<file path="config.mk">
export PLATFORM = sky130hd
export DESIGN_NAME = mac4b_exec_queue_flat
export DESIGN_NICKNAME = d
export VERILOG_FILES = /design/src/rtl/mac4b_exec_queue_if.sv /design/src/rtl/mac4b_exec_queue.sv /design/src/flat_wrapper.sv
export SDC_FILE = /design/constraint.sdc
export NUM_CORES = 1
export LEC_CHECK = 0
export BUFFER_PORTS_ARGS = -buffer_cell sky130_fd_sc_hd__buf_2
export CAP_MARGIN = 25
export CORE_ASPECT_RATIO = 1.75
export CORE_MARGIN = 3
export CORE_UTILIZATION = 61
export DETAILED_ROUTE_END_ITERATION = 6
export GPL_ROUTABILITY_DRIVEN = 0
export GPL_TIMING_DRIVEN = 0
export PLACE_DENSITY = 0.8
export SETUP_SLACK_MARGIN = 0.2
export SLEW_MARGIN = 20
export SYNTH_ARGS = -nofsm -noshare
export SYNTH_HDL_FRONTEND = slang
export SYNTH_SLANG_ARGS = --single-unit
</file>
<file path="constraint.sdc">
create_clock -name clk_i -period 13.1 [get_ports clk_i]
set_clock_uncertainty 0.15 [all_clocks]
set_input_delay 2.62 -clock clk_i [delete_from_list [all_inputs] [get_ports clk_i]]
set_output_delay 2.62 -clock clk_i [all_outputs]
set_load 0.005 [all_outputs]
</file>
<file path="src/rtl/mac4b_exec_queue_if.sv">
// CV-X-IF issue/commit/result bundle between the core side and the MAC execution queue.
// Latency: none, this file holds wires only.
// Backpressure: issue uses issue_ready_o, result uses result_ready_i; commit is a strobe and cannot be stalled.
// Ports: issue (valid/ready/accept, id, rd, rs1..rs3), commit (valid, id, kill),
//        result (valid/ready, id, rd, data, we).
// Modports: master = core/decoder side, slave = execution queue.
interface mac4b_exec_queue_if #(
  parameter int IdWidth = 3,
  parameter int XLen    = 32
);
  // Issue
  logic               issue_valid_i;
  logic               issue_ready_o;
  logic               accept_i;
  logic [IdWidth-1:0] issue_id_i;
  logic [4:0]         rd_i;
  logic [XLen-1:0]    rs1_i;
  logic [XLen-1:0]    rs2_i;
  logic [XLen-1:0]    rs3_i;
  // Commit
  logic               commit_valid_i;
  logic [IdWidth-1:0] commit_id_i;
  logic               commit_kill_i;
  // Result
  logic               result_valid_o;
  logic               result_ready_i;
  logic [IdWidth-1:0] result_id_o;
  logic [4:0]         result_rd_o;
  logic [XLen-1:0]    result_data_o;
  logic               result_we_o;

  modport master (
    output issue_valid_i, accept_i, issue_id_i, rd_i, rs1_i, rs2_i, rs3_i,
    output commit_valid_i, commit_id_i, commit_kill_i,
    output result_ready_i,
    input  issue_ready_o,
    input  result_valid_o, result_id_o, result_rd_o, result_data_o, result_we_o
  );

  modport slave (
    input  issue_valid_i, accept_i, issue_id_i, rd_i, rs1_i, rs2_i, rs3_i,
    input  commit_valid_i, commit_id_i, commit_kill_i,
    input  result_ready_i,
    output issue_ready_o,
    output result_valid_o, result_id_o, result_rd_o, result_data_o, result_we_o
  );
endinterface

</file>
<file path="src/rtl/mac4b_exec_queue.sv">
// In-order execution queue: buffers issued MAC ops until commit, then computes 8-lane 4-bit MAC results.
// Latency: an entry enqueued and committed at edge t, sitting at the head, shows result_valid_o during t+2; at most one result per 3 cycles.
// Backpressure: issue_ready_o drops when the queue is full; a result is held stable until result_ready_i.
// Ports: clk_i, rst_ni (synchronous, active-low), xif (mac4b_exec_queue_if.slave: issue/commit/result).
// Option: define MAC4B_SIGNED_EN for two's-complement nibbles (default build is unsigned).
module mac4b_exec_queue #(
  parameter int Depth   = 4,
  parameter int IdWidth = 3,
  parameter int XLen    = 32
) (
  input  logic              clk_i,
  input  logic              rst_ni,
  mac4b_exec_queue_if.slave xif
);

  localparam int IdxW = $clog2(Depth);
  localparam int PtrW = IdxW + 1;

  typedef enum logic [1:0] {IDLE, COMPUTE, RESULT} state_e;

  // 8 lanes of nibble products summed into 11 bits, then added to the accumulator operand.
  function automatic logic [XLen-1:0] mac_f(input logic [XLen-1:0] a,
                                            input logic [XLen-1:0] b,
                                            input logic [XLen-1:0] c);
`ifdef MAC4B_SIGNED_EN
    logic signed [7:0]  p;
    logic signed [10:0] s;
    s = '0;
    for (int k = 0; k < 8; k++) begin
      p = $signed({{4{a[4*k+3]}}, a[4*k +: 4]}) * $signed({{4{b[4*k+3]}}, b[4*k +: 4]});
      s = s + $signed({{3{p[7]}}, p});
    end
    return c + {{(XLen-11){s[10]}}, s};
`else
    logic [7:0]  p;
    logic [10:0] s;
    s = '0;
    for (int k = 0; k < 8; k++) begin
      p = {4'b0, a[4*k +: 4]} * {4'b0, b[4*k +: 4]};
      s = s + {3'b0, p};
    end
    return c + {{(XLen-11){1'b0}}, s};
`endif
  endfunction

  // Queue state
  logic [PtrW-1:0]    wr_ptr_q, wr_ptr_d, rd_ptr_q, rd_ptr_d;
  logic [Depth-1:0]   vld_q, vld_d, cmt_q, cmt_d, kill_q, kill_d;
  logic [IdWidth-1:0] id_q  [Depth];
  logic [IdWidth-1:0] id_d  [Depth];
  logic [4:0]         rd_q  [Depth];
  logic [4:0]         rd_d  [Depth];
  logic [XLen-1:0]    rs1_q [Depth];
  logic [XLen-1:0]    rs1_d [Depth];
  logic [XLen-1:0]    rs2_q [Depth];
  logic [XLen-1:0]    rs2_d [Depth];
  logic [XLen-1:0]    rs3_q [Depth];
  logic [XLen-1:0]    rs3_d [Depth];

  // FSM and result registers
  state_e             state_q, state_d;
  logic [IdWidth-1:0] res_id_q, res_id_d;
  logic [4:0]         res_rd_q, res_rd_d;
  logic [XLen-1:0]    res_data_q, res_data_d;

  logic [IdxW-1:0] wr_idx, rd_idx;
  logic            full, push, pop, new_cmt;

  assign wr_idx = wr_ptr_q[IdxW-1:0];
  assign rd_idx = rd_ptr_q[IdxW-1:0];
  // Extra pointer MSB distinguishes full from empty when the index bits match.
  assign full   = (wr_ptr_q[PtrW-1] != rd_ptr_q[PtrW-1]) &&
                  (wr_ptr_q[IdxW-1:0] == rd_ptr_q[IdxW-1:0]);
  assign push   = xif.issue_valid_i && !full && xif.accept_i;
  // A commit arriving alongside its own issue lands on the entry being written.
  assign new_cmt = xif.commit_valid_i && (xif.commit_id_i == xif.issue_id_i);

  assign xif.issue_ready_o  = !full;
  assign xif.result_valid_o = (state_q == RESULT);
  assign xif.result_we_o    = (state_q == RESULT);
  assign xif.result_id_o    = res_id_q;
  assign xif.result_rd_o    = res_rd_q;
  assign xif.result_data_o  = res_data_q;

  // Queue next-state: commit flag updates, pop of the head, push at the tail.
  always_comb begin
    wr_ptr_d = wr_ptr_q;
    rd_ptr_d = rd_ptr_q;
    vld_d    = vld_q;
    cmt_d    = cmt_q;
    kill_d   = kill_q;
    id_d     = id_q;
    rd_d     = rd_q;
    rs1_d    = rs1_q;
    rs2_d    = rs2_q;
    rs3_d    = rs3_q;

    for (int i = 0; i < Depth; i++) begin
      if (xif.commit_valid_i && vld_q[i] && (id_q[i] == xif.commit_id_i)) begin
        cmt_d[i]  = 1'b1;
        kill_d[i] = kill_q[i] | xif.commit_kill_i;
      end
    end

    if (pop) begin
      vld_d[rd_idx]  = 1'b0;
      cmt_d[rd_idx]  = 1'b0;
      kill_d[rd_idx] = 1'b0;
      rd_ptr_d       = rd_ptr_q + PtrW'(1);
    end

    // Push never targets the popped slot: that needs the queue full, which blocks push.
    if (push) begin
      vld_d[wr_idx]  = 1'b1;
      cmt_d[wr_idx]  = new_cmt;
      kill_d[wr_idx] = new_cmt && xif.commit_kill_i;
      id_d[wr_idx]   = xif.issue_id_i;
      rd_d[wr_idx]   = xif.rd_i;
      rs1_d[wr_idx]  = xif.rs1_i;
      rs2_d[wr_idx]  = xif.rs2_i;
      rs3_d[wr_idx]  = xif.rs3_i;
      wr_ptr_d       = wr_ptr_q + PtrW'(1);
    end
  end

  // FSM: works on the head entry only, so results leave strictly in issue order.
  always_comb begin
    state_d    = state_q;
    pop        = 1'b0;
    res_id_d   = res_id_q;
    res_rd_d   = res_rd_q;
    res_data_d = res_data_q;
    case (state_q)
      IDLE: begin
        if (vld_q[rd_idx]) begin
          if (kill_q[rd_idx]) begin
            pop = 1'b1;
          end else if (cmt_q[rd_idx]) begin
            state_d = COMPUTE;
          end
        end
      end
      COMPUTE: begin
        res_id_d   = id_q[rd_idx];
        res_rd_d   = rd_q[rd_idx];
        res_data_d = mac_f(rs1_q[rd_idx], rs2_q[rd_idx], rs3_q[rd_idx]);
        state_d    = RESULT;
      end
      RESULT: begin
        if (xif.result_ready_i) begin
          pop     = 1'b1;
          state_d = IDLE;
        end
      end
      default: state_d = IDLE;
    endcase
  end

  always_ff @(posedge clk_i) begin
    if (!rst_ni) begin
      state_q    <= IDLE;
      wr_ptr_q   <= '0;
      rd_ptr_q   <= '0;
      vld_q      <= '0;
      cmt_q      <= '0;
      kill_q     <= '0;
      res_id_q   <= '0;
      res_rd_q   <= '0;
      res_data_q <= '0;
    end else begin
      state_q    <= state_d;
      wr_ptr_q   <= wr_ptr_d;
      rd_ptr_q   <= rd_ptr_d;
      vld_q      <= vld_d;
      cmt_q      <= cmt_d;
      kill_q     <= kill_d;
      res_id_q   <= res_id_d;
      res_rd_q   <= res_rd_d;
      res_data_q <= res_data_d;
    end
  end

  // Payload storage is qualified by vld_q, so it needs no reset.
  always_ff @(posedge clk_i) begin
    id_q  <= id_d;
    rd_q  <= rd_d;
    rs1_q <= rs1_d;
    rs2_q <= rs2_d;
    rs3_q <= rs3_d;
  end

endmodule

</file>
<file path="src/flat_wrapper.sv">
// flat-port wrapper written by rule: the top's interface ports become plain ports
module mac4b_exec_queue_flat 
#(
  parameter int Depth   = 4,
  parameter int IdWidth = 3,
  parameter int XLen    = 32
)
  (clk_i, rst_ni, xif_issue_valid_i, xif_accept_i, xif_issue_id_i, xif_rd_i, xif_rs1_i, xif_rs2_i, xif_rs3_i, xif_commit_valid_i, xif_commit_id_i, xif_commit_kill_i, xif_result_ready_i, xif_issue_ready_o, xif_result_valid_o, xif_result_id_o, xif_result_rd_o, xif_result_data_o, xif_result_we_o);
  mac4b_exec_queue_if #(.IdWidth(IdWidth), .XLen(XLen)) xif_i ();
  input  logic clk_i;
  input  logic rst_ni;
  input wire logic [$bits(xif_i.issue_valid_i)-1:0] xif_issue_valid_i;
  input wire logic [$bits(xif_i.accept_i)-1:0] xif_accept_i;
  input wire logic [$bits(xif_i.issue_id_i)-1:0] xif_issue_id_i;
  input wire logic [$bits(xif_i.rd_i)-1:0] xif_rd_i;
  input wire logic [$bits(xif_i.rs1_i)-1:0] xif_rs1_i;
  input wire logic [$bits(xif_i.rs2_i)-1:0] xif_rs2_i;
  input wire logic [$bits(xif_i.rs3_i)-1:0] xif_rs3_i;
  input wire logic [$bits(xif_i.commit_valid_i)-1:0] xif_commit_valid_i;
  input wire logic [$bits(xif_i.commit_id_i)-1:0] xif_commit_id_i;
  input wire logic [$bits(xif_i.commit_kill_i)-1:0] xif_commit_kill_i;
  input wire logic [$bits(xif_i.result_ready_i)-1:0] xif_result_ready_i;
  output wire logic [$bits(xif_i.issue_ready_o)-1:0] xif_issue_ready_o;
  output wire logic [$bits(xif_i.result_valid_o)-1:0] xif_result_valid_o;
  output wire logic [$bits(xif_i.result_id_o)-1:0] xif_result_id_o;
  output wire logic [$bits(xif_i.result_rd_o)-1:0] xif_result_rd_o;
  output wire logic [$bits(xif_i.result_data_o)-1:0] xif_result_data_o;
  output wire logic [$bits(xif_i.result_we_o)-1:0] xif_result_we_o;
  assign xif_i.issue_valid_i = xif_issue_valid_i;
  assign xif_i.accept_i = xif_accept_i;
  assign xif_i.issue_id_i = xif_issue_id_i;
  assign xif_i.rd_i = xif_rd_i;
  assign xif_i.rs1_i = xif_rs1_i;
  assign xif_i.rs2_i = xif_rs2_i;
  assign xif_i.rs3_i = xif_rs3_i;
  assign xif_i.commit_valid_i = xif_commit_valid_i;
  assign xif_i.commit_id_i = xif_commit_id_i;
  assign xif_i.commit_kill_i = xif_commit_kill_i;
  assign xif_i.result_ready_i = xif_result_ready_i;
  assign xif_issue_ready_o = xif_i.issue_ready_o;
  assign xif_result_valid_o = xif_i.result_valid_o;
  assign xif_result_id_o = xif_i.result_id_o;
  assign xif_result_rd_o = xif_i.result_rd_o;
  assign xif_result_data_o = xif_i.result_data_o;
  assign xif_result_we_o = xif_i.result_we_o;
  mac4b_exec_queue #(.Depth(Depth), .IdWidth(IdWidth), .XLen(XLen)) u_core (.clk_i(clk_i), .rst_ni(rst_ni), .xif(xif_i));
endmodule
</file>
==> results.py <==
metrics = {
    "drt": {
        "drtIter0Drc": 752,
        "drcViolationCount": 0,
        "wl_per_cell_um": 23.1,
        "routed_wl_mm": 50.8,
        "vias": 12786,
        "dr.pass1.iters": 5,
        "via_per_inst": 5.81,
        "drtAntennaViolNets": 0,
    },
    "global_route": {
        "grt_pass1_vias": 14210,
        "grt_antenna_before_repair": 12,
        "grt_pass1_wl_mm": 80.0,
        "overflow": 0,
        "grt_max_degree": 84,
        "grt.total_usage": 0.260,
    },
    "logic_synthesis": {
        "yosysTopAreaCell": "edfxtp_1",
        "syn_inst": 1487,
        "synthTopCellsByArea": "edfxtp_1, mux4_2, fa_1, dfxtp_1, ha_1",
        "avgSynthCellArea_sq_um": 15.6,
        "netlist.area_leader.share": 0.539,
        "synthArstFlopShare": 0,
        "yosysMostFrequentCell": "edfxtp_1",
        "synthFlopType": "edfxtp_1",
        "yosysWarnings": 0,
        "synth_enable_flop_cells": 416,
        "synthesis.nets": 1801,
        "yosysUniqueCellTypes": 48,
        "seq_area_frac_synth": 0.591,
        "ys_ff_latch": 476,
        "synth_area_sq_um": 23200,
        "yosys-top-cells-count": "edfxtp_1, inv_1, fa_1",
    },
    "worst_hold_path": {
        "min_path_type": "reg -> reg",
        "hold_start": "u_core.xif.result_rd_o[2]",
    },
    "setup_path": {
        "slowest_stage": "clkbuf_1",
        "r2r_slack_ns": 1.48,
        "slowest_delay_ns": 0.80,
        "critical_path_required_ns": 13.37,
        "worst-path-max-fanout": 10,
        "path_class": "reg -> reg",
        "cp-end-kind": "register",
        "reg2reg_from": "u_core.rd_ptr_q[1]",
        "startpoint_type": "register",
        "crit_start": "u_core.rd_ptr_q[1]",
        "arrival_ns": 11.89,
        "crit_top_cell": "fa_1",
    },
    "clock_network": {
        "postCtsHoldBufs": 0,
        "cts_setup_buffers": 0,
        "clock-root-buffer": "clkbuf_16",
        "clock-sinks": 476,
        "cts_max_level": 2,
        "cts_buffer_depth": 3,
        "cts_tree": "done",
        "cts_resized": 0,
        "clkSlewWorstSetupHoldPaths_ns": 0.07,
        "clk-insertion-delay-late_ns": 0.56,
        "cts_buffers": 42,
    },
    "layout": {
        "utilization": 0.703,
        "regArea_sq_um": 13700,
        "multi_input_area_sq_um": 8530,
        "drive_above_1_share": 0.202,
        "fill_cells": 2357,
        "fin_nets": 2002,
        "area_delta_synth_final_pct": 12.6,
    },
    "floorplan": {
        "dieHeight_um": 264,
        "die_w_um": 153,
        "core_sq_um": 37100,
        "io-pin-count": 157,
        "row_count": 93,
        "die_area_sq_um": 40500,
        "start_util": 0.625,
    },
    "sta": {
        "setup_viol": 0,
        "finalCritPeriodShare": 0.887,
        "hold_viol_final": 0,
        "period_needed_ns": 11.62,
        "setup_tns_ns": 0,
        "setup_ws_ns": 1.48,
        "fmax_mhz": 86.1,
        "max-slew-margin-rel": 0.318,
        "rsz0062_at_grt": "false",
        "worstMarginPinSlew_ns": 1.02,
        "finalMaxSlewViolations": 0,
    },
    "pwr": {
        "ir_worst_vdd_mv": 0.717,
        "comb_power_share": 0.584,
        "p_per_area_nw_per_um2": 271,
        "clkPwrFrac": 0.178,
        "p_leak_uw": 0.00989,
        "switching_share": 0.418,
        "internal_power_uw": 4120,
        "p_sw_uw": 2960,
        "p_seq_frac": 0.238,
    },
    "run": {
        "maxCapViolations": 0,
    },
    "placed_design": {
        "portBuffers": 153,
        "dp.final_hpwl_mm": 36.9,
        "dp_slack_ns": 1.60,
    },
    "run_status": {
        "status": "finished, final reports clean",
    },
}
[layer usage]
layer | vias up | share of wire | global-route usage
met5 | - | 0.0011 | 0
met4 | 10 | 0.062 | 0.143
met3 | 135 | 0.049 | 0.0428
met1 | 6503 | 0.32 | 0.279
li1 | 5756 | - | -
met2 | 382 | 0.56 | 0.483
[final cells by class]
class,count,share of cell area
flip-flops and latches,476,0.524
inverters,195,0.0292
clock buffers,58,0.0441
repair buffers,157,0.0335
multi-input cells,771,0.327
well taps,475,0.0228
diodes,6,0.000575
clock inverters,18,0.00978
plain buffers,45,0.00882
[cell families after synthesis]
group | count (synthesis) | share of synthesized area
muxes | 110 | 0.106
buffers and inverters | 240 | 0.0415
xor gates and xnor gates | 60 | 0.0227
adders and majority gates | 200 | 0.143
and+or+nand+nor | 269 | 0.0602
DFF | 476 | 0.591
AOI/OAI and AO/OA | 132 | 0.0365
[through the flow]
stage	instances	total power [uW]	cell area (sq um)	hold slack [ns]
after floorplan	1487	4940	23200	0.310
after global placement	2115	5730	24500	0.301
after detailed placement	2119	5780	24700	0.313
after CTS	2195	7100	26100	0.322
after global routing	2201	7750	26100	0.344
final	2201	7080	26100	0.321
[critical path, delay by kind of cell (launching register included)]
family | cells | cell delay, ns
XOR/XNOR | 3 | 0.75
AND/OR/NAND/NOR | 3 | 0.46
multiplexers | 1 | 0.46
AO/OA/AOI/OAI | 10 | 2.17
flip-flops | 1 | 0.37
adder cells (fa/ha/maj) | 11 | 4.89
buffers and inverters | 10 | 2.18
[cells in the final DEF, fill, tap and decap left out, types with 7 or more instances in the layout]
master	count
xor2_1	23
and2_1	96
dfxtp_1	60
nor2b_1	11
edfxtp_1	416
nor2_1	20
fa_1	107
nand3_1	17
mux4_1	9
nor3_1	9
clkbuf_1	39
buf_2	163
ha_1	93
clkbuf_16	43
inv_1	191
a21boi_0	13
a21oi_1	40
xnor2_1	37
o21a_1	7
a21o_1	13
mux4_2	97
nand2_1	99
o21ai_0	34
[path summary, 6_finish.rpt]
| kind | cells past startpoint | endpoint |
|---|---|---|
| setup reg to reg | 38 | u_core.xif.result_data_o[22] |
| setup / recovery | 38 | u_core.xif.result_data_o[22] |
| hold reg to reg | 2 | u_core.xif.result_rd_o[2] |
| hold / removal | 2 | u_core.xif.result_rd_o[2] |
[sequential cells by signal, indices dropped and copies added, names as in the netlist]
signal                    flops
u_core.cmt_q                  4
u_core.id_q                  12
u_core.kill_q                 4
u_core.rd_ptr_q               3
u_core.rd_q                  20
u_core.rs1_q                128
u_core.rs2_q                128
u_core.rs3_q                128
u_core.state_q                2
u_core.vld_q                  4
u_core.wr_ptr_q               3
u_core.xif.result_data_o     32
u_core.xif.result_id_o        3
u_core.xif.result_rd_o        5
[power by group through the flow]
stage                     Combinational (uW)  Sequential (uW)  Clock (uW)
after global placement                  4000             1720           0
after global routing                    4720             1690        1340
after detailed placement                4060             1720           0
after CTS                               4130             1690        1280
final                                   4140             1690        1260
after floorplan                         3210             1720           0
Note: power is estimated with default switching activity, not from simulation.
